`src/rtl/seq_div.sv`:
```
// Sequential restoring divider: one quotient bit per clock, DW steps per operation.
// Divide-by-zero completes immediately with an all-ones quotient and the dbz flag set.
module seq_div #(
  parameter int DW = 4,
  parameter int VW = 2
) (
  input  logic          clk,
  input  logic          rst_n,
  input  logic          start,
  input  logic [DW-1:0] dividend,
  input  logic [VW-1:0] divisor,
  output logic [DW-1:0] quotient,
  output logic [VW-1:0] remainder,
  output logic          busy,
  output logic          done,
  output logic          dbz
);

  // state | meaning
  // IDLE  | waiting for start
  // BUSY  | one restoring step per cycle, DW cycles
  // DONE  | one-cycle done pulse, results valid
  localparam int CW = $clog2(DW + 1);

  typedef enum logic [1:0] {
    IDLE = 2'd0,
    BUSY = 2'd1,
    DONE = 2'd2
  } state_t;

  state_t        state_q, state_d;
  logic [DW-1:0] dvd_q, dvd_d;
  logic [VW-1:0] dvs_q, dvs_d;
  logic [VW:0]   prem_q, prem_d;
  logic [CW-1:0] cnt_q, cnt_d;
  logic [DW-1:0] quo_q, quo_d;
  logic [VW-1:0] rem_q, rem_d;
  logic          dbz_q, dbz_d;
  logic [VW+1:0] shifted;
  logic [VW+1:0] trial;
  logic          qbit;

  always_comb begin
    state_d = state_q;
    dvd_d   = dvd_q;
    dvs_d   = dvs_q;
    prem_d  = prem_q;
    cnt_d   = cnt_q;
    quo_d   = quo_q;
    rem_d   = rem_q;
    dbz_d   = dbz_q;

    // The extra top bit makes a negative trial visible as its sign bit.
    shifted = {prem_q, dvd_q[DW-1]};
    trial   = shifted - {2'b00, dvs_q};
    qbit    = ~trial[VW+1];

    case (state_q)
      IDLE: begin
        if (start) begin
          dvd_d  = dividend;
          dvs_d  = divisor;
          prem_d = '0;
          cnt_d  = CW'(DW);
          if (divisor == '0) begin
            state_d = DONE;
            quo_d   = '1;
            rem_d   = '0;
            dbz_d   = 1'b1;
          end else begin
            state_d = BUSY;
          end
        end
      end
      BUSY: begin
        dvd_d  = {dvd_q[DW-2:0], qbit};
        prem_d = qbit ? trial[VW:0] : shifted[VW:0];
        cnt_d  = cnt_q - CW'(1);
        if (cnt_q == CW'(1)) begin
          state_d = DONE;
          quo_d   = dvd_d;
          rem_d   = prem_d[VW-1:0];
          dbz_d   = 1'b0;
        end
      end
      DONE: begin
        state_d = IDLE;
      end
      default: begin
        state_d = IDLE;
      end
    endcase
  end

  always_ff @(posedge clk) begin
    if (!rst_n) begin
      state_q <= IDLE;
      dvd_q   <= '0;
      dvs_q   <= '0;
      prem_q  <= '0;
      cnt_q   <= '0;
      quo_q   <= '0;
      rem_q   <= '0;
      dbz_q   <= 1'b0;
    end else begin
      state_q <= state_d;
      dvd_q   <= dvd_d;
      dvs_q   <= dvs_d;
      prem_q  <= prem_d;
      cnt_q   <= cnt_d;
      quo_q   <= quo_d;
      rem_q   <= rem_d;
      dbz_q   <= dbz_d;
    end
  end

  assign quotient  = quo_q;
  assign remainder = rem_q;
  assign busy      = (state_q == BUSY);
  assign done      = (state_q == DONE);
  assign dbz       = dbz_q;

endmodule

```
`config.mk`:
```
export PLATFORM = sky130hd
export DESIGN_NAME = seq_div
export DESIGN_NICKNAME = d
export VERILOG_FILES = /design/src/rtl/seq_div.sv
export SDC_FILE = /design/constraint.sdc
export NUM_CORES = 1
export LEC_CHECK = 0
export ABC_AREA = 1
export CELL_PAD_IN_SITES_DETAIL_PLACEMENT = 1
export CELL_PAD_IN_SITES_GLOBAL_PLACEMENT = 2
export CORE_UTILIZATION = 29
export DETAILED_ROUTE_END_ITERATION = 16
export PLACE_DENSITY_LB_ADDON = 0.15
export SYNTH_ARGS = -nofsm -noshare
export SYNTH_HDL_FRONTEND = slang
export SYNTH_SLANG_ARGS = --single-unit
export TNS_END_PERCENT = 50
```
`constraint.sdc`:
```
create_clock -name clk -period 1.5 [get_ports clk]
set_input_delay 0.15 -clock clk [delete_from_list [all_inputs] [get_ports clk]]
set_output_delay 0.15 -clock clk [all_outputs]
set_load 0.05 [all_outputs]
```
# After elaboration in Yosys (flattened, before gate mapping)
# Cells that the tools add are included.
# totals
regBits	21
in_bits	9
# op_classes
bitwise	1
add_sub_neg	2
n_reduce_logical	7
n_mux	23
eq_ne	6
# ops
op	n
two-way mux 4 bit	4
case mux 4 bit (2 select lines)	2
two-way mux 2 bit	6
case mux 3 bit (2 select lines)	2
two-way mux 3 bit	3
case mux 2 bit (2 select lines)	2
AND reduction 2 bit	3
zero test 2 bit	2
inequality test 2 bit, second input constant	2
AND reduction 4 bit	1
subtractor 4 x 2 -> 4 bit	1
equality test 3 x 1 -> 1 bit, second input constant	1
two-way mux 1 bit	3
subtractor 3 x 1 -> 3 bit, second input constant	1
equality test 2 x 1 -> 1 bit, second input constant	1
equality test 2 bit, second input constant	1
inequality test 2 x 1 -> 1 bit, second input constant	1
case mux 1 bit (2 select lines)	1
nonzero test 2 bit	1
NOT 1 bit	1

# Depth between registers and ports, before layout
# Gate-level depths: netlist of run 1.
# depth
depth_word	4
mapped_depth	11
ltp_nobuf	11

# Least setup slack after synthesis of run 1
# Ideal clock, no wire load.
# synth_timing
kind	reg2reg
start	register dvd_q[3]
end	register rem_q[1], in the netlist remainder[1]
arrival_ns	1.307
slack_ns	0.084
stages_incl_launch_ff	9
n_path_buf	0
required_time_ns	1.391
period_less_slack_ns	1.416
cell_sequence	dfxtp_1 > inv_1 > ha_1 > fa_1 > inv_1 > nand3_1 > nand3_1 > nand2_1 > inv_1
# synth_via
elab_chain_cells	4
# synth_lines
item	line	rtl
from (decl)	32	logic [DW-1:0] dvd_q, dvd_d;
from (signal assigned)	107	dvd_q <= dvd_d;
subtractor 4 x 2 -> 4 bit	55	trial = shifted - {2'b00, dvs_q};
two-way mux 3 bit	77	prem_d = qbit ? trial[VW:0] : shifted[VW:0];
two-way mux 2 bit	79	if (cnt_q == CW'(1)) begin
case mux 2 bit (2 select lines)	58	case (state_q)
to (signal assigned)	112	rem_q <= rem_d;
to (decl)	37	logic [VW-1:0] rem_q, rem_d;
# Every way passes these cells. The select of a mux whose other input is x is not followed.
# A chain may end at the register's enable or synchronous reset.

# Worst setup path in the final report of run 1
# layout_timing
start	register dvd_q[3]
end	register prem_q[1]
# layout_via
elab_chain_cells	3
# layout_lines
item	line	rtl
subtractor 4 x 2 -> 4 bit	55	
two-way mux 3 bit	77	
case mux 3 bit (2 select lines)	58	
to (signal assigned)	109	prem_q <= prem_d;
to (decl)	34	logic [VW:0] prem_q, prem_d;
# Every way passes these cells.

==> metrics.md, run 1 <==
| Metric | Value |
|---|---|
| Status | finished, final reports clean |
| Row count | 21 |
| F_max | 676 MHz |
| Tcrit/Tclk final | 0.986 |
| Num CTS Buffers | 3 |
| Crit path time final | 1480 ps |
| Worst-case clock buffer depth | 2 |
| Main combinational cell family by area after synthesis | simple AND/OR/NAND/NOR gates |
| DIE AREA | 4030 um2 |
| GRT Residual Overflow | 0 |
| Vias in the first global route | 1025 |
| Req. time, crit path | 1660 ps |
| Root Buffer | clkbuf_8 |
| Seq/Total Area, Yosys | 0.383 |
| Initial antenna violation count | 0 |
| Max Clock Skew | 3.66 ps |
| Syn_area_per_cell | 7.57 um2 |
| Most common cell after layout, fill and taps aside | nand2_1 |
| Reg clk slew, reported paths | 80 ps |
| DR vias | 976 |
| Crit. End Element | flop |
| Area delta synth->final | 31.9% |
| Startpoint types | flop |
| Arrival time worst endpoint | 1640 ps |
| P_leak | 0.637 nW |
| Global-route usage over all layers | 0.140 |
| Core Util, Final | 0.417 |
| Post-Syn Area | 1100 um2 |
| Max_cap viols | 0 |
| Port bufs | 17 |
| Initial drt markers | 13 |
| # hold bufs at CTS | 0 |
| Min-delay worst type | primary input to flop |
| Clock Sinks | 21 |
| Slew headroom | 0.770 |
| Reg2reg start | dvd_q[3] |
| DRC Markers | 0 |
| Crit Path Max Fanout | 2 |
| Number of H-tree levels | 1 |
| Worst slew pin tran | 345 ps |
| # setup viols final | 0 |
| Syn Nets | 159 |
| Vias/cell | 4.54 |
| CTS tree | built |
| Total core area | 3470 um2 |
| Die Span X | 63.5 um |
| First-pass GRT wire length | 4440 um |
| IO Count | 18 |
| Final #Nets | 184 |
| Initial Utilization | 0.316 |
| Cell variety after synth | 31 |
| Hold wc startpoint | dividend[0] |
| Crit Path Class | flop to flop |
| IR Drop Worst-Case VDD | 0.470 mV |
| Hpwl dp | 2000 um |
| Seq cells post-synth | 21 |
| Crit path from | dvd_q[3] |
| Layout cells sized above 1 | 0.284 |
| Simple logic cell fraction of the synthesized area | 0.284 |
| Synth warn | 0 |
| Syn Inst Count | 145 |
| RSZ-0062 raised after global routing | true |
| Largest net degree at the start of global routing | 15 |
| Worst-skew pair later-pin latency | 260 ps |
| Routed wire length | 2560 um |
| Routed WL per cell | 11.9 um |
| Cell Pwr Density | 1120 nW/um2 |
| Die Y | 63.5 um |
| Setup TNS | 0 ps |
| Final Hold Fails | 0 |
| Most frequent cells in the layout | 30 x nand2_1, 20 x dfxtp_1, 17 x inv_1 |
| Post-DRT Antenna Nets | 0 |
| Slew Viols, Final | 0 |
| Adder-cell area share of the yosys netlist | 0.0639 |
| Filler cells | 431 |
| Antenna Cells | 0 |
| Compound-gate portion of the synthesized area | 0.143 |
| Post-Synth XOR/XNOR Area | 0.00798 |
| DR pass1 iterations | 4 |
| Mux cell area share after synthesis | 0 |
| GP Congestion | 0.703 |
-- critical path: stages, from the launching register on --
cell and delay (ps):
dfxtp_2 340, inv_2 40, ha_4 160, fa_2 560, inv_2 40, nand3_2 80
nand3_1 80, nand2_1 60, inv_1 30
-- logic make-up (layout without fill, tap and decap cells) --
group | Yosys count | in the layout
flops | 21 | 21
simple gates | 66 | 66
buf+inv | 27 | 51
fa+ha+maj | 5 | 5
compound gates | 25 | 25
xor+xnor | 1 | 1
-- per-stage QoR --
step           total power [W]  std cells  hold WS (ps)  area [um2]  setup slack, ps
4_1_cts                0.00160        214           477        1390            -3.58
5_1_grt                0.00174        215           484        1450            -34.4
3_3_place_gp           0.00121        210           468        1340            -19.2
2_1_floorplan          0.00106        145           285        1100             84.4
3_5_place_dp           0.00122        210           470        1340            -1.11
6_report               0.00162        215           477        1450             21.5
-- where the power goes --
group	internal (W)	total, W	leakage [nW]	switching [W]
clock	0.000189	0.000369	0.0228	0.000179
combinational	0.000220	0.000588	0.441	0.000368
sequential	0.000622	0.000663	0.173	0.0000411
-- registers in the layout (all words and copies together), names as in the netlist --
register / cells
remainder: 2
dbz: 1
dvs_q: 2
prem_q: 3
cnt_q: 3
quotient: 4
state_q: 2
dvd_q: 4
-- routing by layer --
metal	vias up	track usage	share of wire
li1	511	-	-
met1	450	0.173	0.48
met2	11	0.245	0.49
met3	4	0.0163	0.018
met4	0	0.0511	0.013
met5	-	0	0
-- synthesized netlist by cell type --
| cell | count | area [um2] |
|---|---|---|
| a21oi_1 | 6 | 30.0 |
| dfxtp_1 | 21 | 420 |
| buf_8 | 1 | 15.0 |
| o21ai_0 | 8 | 40.0 |
| o22ai_1 | 1 | 6.26 |
| a21oi_2 | 4 | 35.0 |
| a211oi_1 | 1 | 7.51 |
| inv_6 | 1 | 8.76 |
| a211oi_2 | 1 | 12.5 |
| and2_1 | 1 | 6.26 |
| o21ai_1 | 2 | 10.0 |
| xor2_1 | 1 | 8.76 |
| nand4_1 | 1 | 6.26 |
| or2_0 | 1 | 6.26 |
| or2_1 | 1 | 6.26 |
| fa_1 | 1 | 20.0 |
| nand3_4 | 1 | 17.5 |
| o21ai_2 | 1 | 8.76 |
| nand2_1 | 34 | 128 |
| inv_2 | 2 | 7.51 |
| nand2_2 | 1 | 6.26 |
| nor3_1 | 1 | 5.00 |
| nand3_1 | 11 | 55.1 |
| ha_1 | 4 | 50.1 |
| buf_6 | 1 | 11.3 |
| nor2_1 | 11 | 41.3 |
| nand2_4 | 3 | 33.8 |
| inv_1 | 19 | 71.3 |
| buf_2 | 2 | 10.0 |
| a31oi_1 | 1 | 6.26 |
| inv_4 | 1 | 6.26 |
-- cell type report --
cell class / count / area [um2] / area share
clock buffer: 4 / 45.0 / 0.0311
inverter: 23 / 93.8 / 0.0648
multi-input combinational: 97 / 604 / 0.417
sequential: 21 / 422 / 0.291
tap: 46 / 57.6 / 0.0398
timing repair buffer: 24 / 225 / 0.156
-- what timing repair did --
item,4_1_cts,5_1_grt
buffers inserted,0,1
endpoints found under the setup margin,3,6
resized for setup,1,16
hold endpoints to repair,0,0
pin swaps,0,3
-- worst paths after layout --
| kind | to | slack [ps] | depth (start not counted) |
|---|---|---|---|
| setup / recovery | prem_q[1] | 20 | 8 |
| hold / removal | dvd_q[0] | 480 | 3 |
| setup reg to reg | prem_q[1] | 20 | 8 |
| hold reg to reg | quotient[1] | 480 | 2 |
Power figures use the tool's default switching activity.
==> run 2, diff against run 1 <==
Settings changed: CAP_MARGIN set to 15, CORE_MARGIN set to 8, CTS_CLUSTER_SIZE set to 8.
==> metrics.md, run 2 (synthesis gave the netlist of run 1 again) <==
| Metric | Value |
|---|---|
| Status | finished, final reports clean |
| Slew Viols, Final | 0 |
| CP top delay family | adder cells |
| Max_cap viols | 0 |
| Initial drt markers | 18 |
| CTS tree | built |
| Layout cells sized above 1 | 0.292 |
| F_max | 702 MHz |
| Die Y | 77.5 um |
| Final Hold Fails | 0 |
| DR pass1 iterations | 4 |
| Crit path time final | 1420 ps |
| Worst-case clock buffer depth | 2 |
| Routed WL per cell | 13.1 um |
| Crit path cell chain | inv_2 -> ha_4 -> fa_2 -> inv_1 -> nand3_2 -> nand3_2 -> nand2_1 -> inv_1 |
| Most common cell after layout, fill and taps aside | nand2_1 |
| Flop-to-flop setup slack | 80 ps |
| CP max stage delay | 510 ps |
| Crit path from | dvd_q[3] |
| Final Hold Slack | 474 ps |
| Number of H-tree levels | 1 |
| Hpwl dp | 2210 um |
| Root Buffer | clkbuf_8 |
| Global-route usage over all layers | 0.0984 |
| Clock Sinks | 21 |
| Hold wc startpoint | dividend[0] |
| # setup viols final | 0 |
| Max Clock Skew | 3.18 ps |
| Post-DRT Antenna Nets | 0 |
| Vias in the first global route | 1050 |
| Largest net degree at the start of global routing | 15 |
| Tcrit/Tclk final | 0.950 |
| Placed instance area | 1330 um2 |
| Slew headroom | 0.708 |
| Buf/Inv on CP | 3 |
| # hold bufs at CTS | 0 |
| RSZ-0062 raised after global routing | false |
| Row count | 22 |
| Filler cells | 454 |
| Startpoint types | flop |
| Num CTS Buffers | 3 |
| Vias/cell | 4.50 |
| Final #Nets | 183 |
| Req. time, crit path | 1670 ps |
| Arrival time worst endpoint | 1590 ps |
| Crit Path Class | flop to flop |
| Worst slew pin tran | 438 ps |
| GRT Residual Overflow | 0 |
| Final Cell Area | 1450 um2 |
| IR Drop Worst-Case VDD | 0.440 mV |
| Post-route insts no fill | 216 |
| Cell count after placement | 211 |
| First-pass GRT wire length | 4800 um |
| Initial antenna violation count | 0 |
| DRC Markers | 0 |
| Most frequent cells in the layout | 31 x nand2_1, 19 x dfxtp_1, 18 x inv_1 |
| Initial Utilization | 0.300 |
| GP Congestion | 0.722 |
| Worst-skew pair later-pin latency | 260 ps |
| Cell Pwr Density | 1120 nW/um2 |
| Routed wire length | 2820 um |
| Reg2reg start | dvd_q[3] |
| Critical path's slowest cell | fa_2 |
| Area delta synth->final | 31.7% |
| DIE AREA | 6010 um2 |
| Die Span X | 77.5 um |
| Final Power | 0.00162 W |
| IO Count | 18 |
| DR vias | 973 |
| Reg clk slew, reported paths | 80 ps |
| Antenna Cells | 0 |
| Min-delay worst type | primary input to flop |
| Port bufs | 17 |
| Total core area | 3660 um2 |
| Crit Path Max Fanout | 2 |
| P_leak | 0.637 nW |
| Crit. End Element | flop |
## run 2: layout make-up
type	instances	area, um2	area share
clock buffers	4	45.0	0.0312
inverters	23	93.8	0.0649
multi-input cells	97	606	0.419
flip-flops and latches	21	423	0.293
well taps	48	60.1	0.0416
repair buffers	23	218	0.151
## run 2: metal layers
metal	part of all wire	vias to the layer above	track usage	routed length (um)
met4	0.017	0	0.0453	49
met3	0.026	5	0.0207	72
met5	0	-	0	0
li1	-	505	-	-
met1	0.46	452	0.118	1310
met2	0.49	11	0.164	1390
## run 2: per-stage QoR
step                TNS, ps  setup slack [ps]   util
floorplan                 0              84.4      -
global placement      -10.8             -10.8  0.364
detailed placement    -11.6             -11.6  0.364
CTS                   -14.3             -14.3  0.378
global route              0              1.90  0.395
finish                    0              75.2  0.395
## run 2: worst reg2reg max path, delay by kind of cell (launching register included)
| kind | cells | cell delay [ps] |
|---|---|---|
| fa+ha+maj | 2 | 660 |
| flops | 1 | 340 |
| simple gates | 3 | 210 |
| buf+inv | 3 | 120 |
## run 2: worst paths after layout
kind | endpoint | cells past startpoint
hold reg to reg | dbz | 2
setup reg to reg | remainder[1] | 8
setup / recovery | remainder[1] | 8
hold / removal | dvd_q[0] | 3
## run 2: timing repair
action,CTS,global route
endpoints found under the setup margin,3,6
gates resized for setup,2,15
setup buffers,0,1
pin swaps,0,7
## run 2: power by group
| part | internal (W) | switching, W |
|---|---|---|
| Combinational | 0.000218 | 0.000365 |
| Sequential | 0.000622 | 0.0000411 |
| Clock | 0.000189 | 0.000186 |
| Total | 0.00103 | 0.000592 |
==> run 3, diff against run 2 <==
Settings changed: CORE_UTILIZATION 29 to 26, HOLD_SLACK_MARGIN set to 0.1, SKIP_LAST_GASP set to 1.
Clock period 1.5 ns to 1.2 ns, I/O delays scaled along.
==> metrics.md, run 3 (synthesis gave the netlist of run 1 again) <==
| Metric | Value |
|---|---|
| Most frequent cells in the layout | 28 x nand2_1, 22 x buf_4, 16 x inv_1, 16 x dfxtp_1 |
| R2r endpoint | remainder[1] |
| Post-DRT Antenna Nets | 0 |
| Crit Path Max Fanout | 2 |
| Antenna Cells | 0 |
| Req. time, crit path | 1370 ps |
| Root Buffer | clkbuf_8 |
| Num CTS Buffers | 3 |
| CP max stage delay | 520 ps |
| Row count | 23 |
| Crit path time final | 1420 ps |
| IR Drop Worst-Case VDD | 0.625 mV |
| Critical path's slowest cell | fa_2 |
| Flop-to-flop setup slack | -220 ps |
| Hpwl dp | 2370 um |
| Worst-case clock buffer depth | 2 |
| F_max | 703 MHz |
| Final Cell Area | 1750 um2 |
| CP top delay family | adder cells |
| Largest net degree at the start of global routing | 13 |
| Clock Sinks | 21 |
| Failing checks | negative setup slack |
| RSZ-0062 raised after global routing | true |
| Core Util, Final | 0.435 |
| Hold wc startpoint | dividend[0] |
| Max Clock Skew | 4.25 ps |
| Routed wire length | 3110 um |
| Min-delay worst type | primary input to flop |
| First-pass GRT wire length | 5270 um |
| Initial antenna violation count | 0 |
| Port bufs | 17 |
| Setup TNS | -902 ps |
| Reg2reg start | dvd_q[3] |
| Die Span X | 81.0 um |
| Pre-CTS setup slack | -273 ps |
| Slew Viols, Final | 0 |
| Initial drt markers | 19 |
| Global-route usage over all layers | 0.104 |
| Initial Utilization | 0.272 |
| Buf/Inv on CP | 3 |
| P_leak | 0.764 nW |
| Crit Path Class | flop to flop |
| Final #Nets | 200 |
| CTS tree | built |
| Most common cell after layout, fill and taps aside | nand2_1 |
| Final Hold Slack | 450 ps |
| Final Hold Fails | 0 |
| DIE AREA | 6560 um2 |
| Area delta synth->final | 59.6% |
| DRC Markers | 0 |
| # hold bufs at CTS | 0 |
| Tcrit/Tclk final | 1.18 |
| Startpoint types | flop |
| Worst-case reg-to-reg path depth | 8 |
| Arrival time worst endpoint | 1600 ps |
| DR pass1 iterations | 2 |
| Number of H-tree levels | 1 |
| Cell Pwr Density | 1320 nW/um2 |
| Vias/cell | 4.46 |
| IO Count | 18 |
| Routed WL per cell | 13.3 um |
| Slew headroom | 0.802 |
| Layout cells sized above 1 | 0.422 |
| GRT Residual Overflow | 0 |
| Vias in the first global route | 1114 |
| Crit. End Element | flop |
| Hold path cells | 3 |
| Status | finished with violations |
| # setup viols final | 11 |
| Max_cap viols | 0 |
| DR vias | 1047 |
| Reg clk slew, reported paths | 80 ps |
| Total core area | 4030 um2 |
| WHS Endpoint | dvd_q[0] |
| Die Y | 81.0 um |
| Worst slew pin tran | 297 ps |
| Crit path cell chain | inv_2 -> ha_4 -> fa_2 -> inv_2 -> nand3_2 -> nand3_2 -> nand2_1 -> inv_1 |
| GP Congestion | 0.703 |
| Final setup margin | -222 ps |
| Placed instance area | 1550 um2 |
| Worst-skew pair later-pin latency | 270 ps |
| Filler cells | 477 |
run 3: per-stage QoR:
stage | cells | power (W)
3_5_place_dp | 227 | 0.00170
5_1_grt | 235 | 0.00247
2_1_floorplan | 145 | 0.00133
6_report | 235 | 0.00232
4_1_cts | 232 | 0.00232
3_3_place_gp | 227 | 0.00168
run 3: layer usage:
metal / wire length (um) / part of all wire / GRT usage
met1: 1410 / 0.45 / 0.120
met2: 1570 / 0.50 / 0.177
met3: 85 / 0.027 / 0.0331
met4: 43 / 0.014 / 0.0321
met5: 0 / 0 / 0
run 3: how the worst max path moves through the flow:
stage / depth (start not counted) / start / end / slack, ps
after floorplan: 8 / dvd_q[3] / prem_q[2] / -140
after global placement: 10 / dvs_q[1] / prem_q[0] / -250
after detailed placement: 10 / dvs_q[1] / prem_q[0] / -270
after CTS: 8 / dvd_q[3] / prem_q[1] / -220
after global routing: 8 / dvd_q[3] / prem_q[2] / -310
final: 8 / dvd_q[3] / remainder[1] / -220
run 3: area by class of cell:
class	instances	area (um2)	share of cell area
Tap cell	50	62.6	0.0357
Multi-Input combinational cell	97	677	0.386
Sequential cell	21	427	0.244
Timing Repair Buffer	40	445	0.254
Clock buffer	3	41.3	0.0236
Inverter	23	93.8	0.0536
Clock inverter	1	5.00	0.00286
run 3: what timing repair did:
action,CTS,global route
pin swaps,8,5
resized for setup,28,3
buffers inserted,1,3
cloned,0,0
endpoints found under the setup margin,9,17
run 3: tightest hold or removal path, stage by stage:
cell and delay, ps:
clkdlybuf4s50_1 390, nand2_1 80, a31oi_1 80
run 3: power by group:
group | internal [W] | switching, W | total, W
Sequential | 0.000781 | 0.0000691 | 0.000850
Clock | 0.000232 | 0.000257 | 0.000490
Combinational | 0.000447 | 0.000529 | 0.000976
Total | 0.00146 | 0.000856 | 0.00232
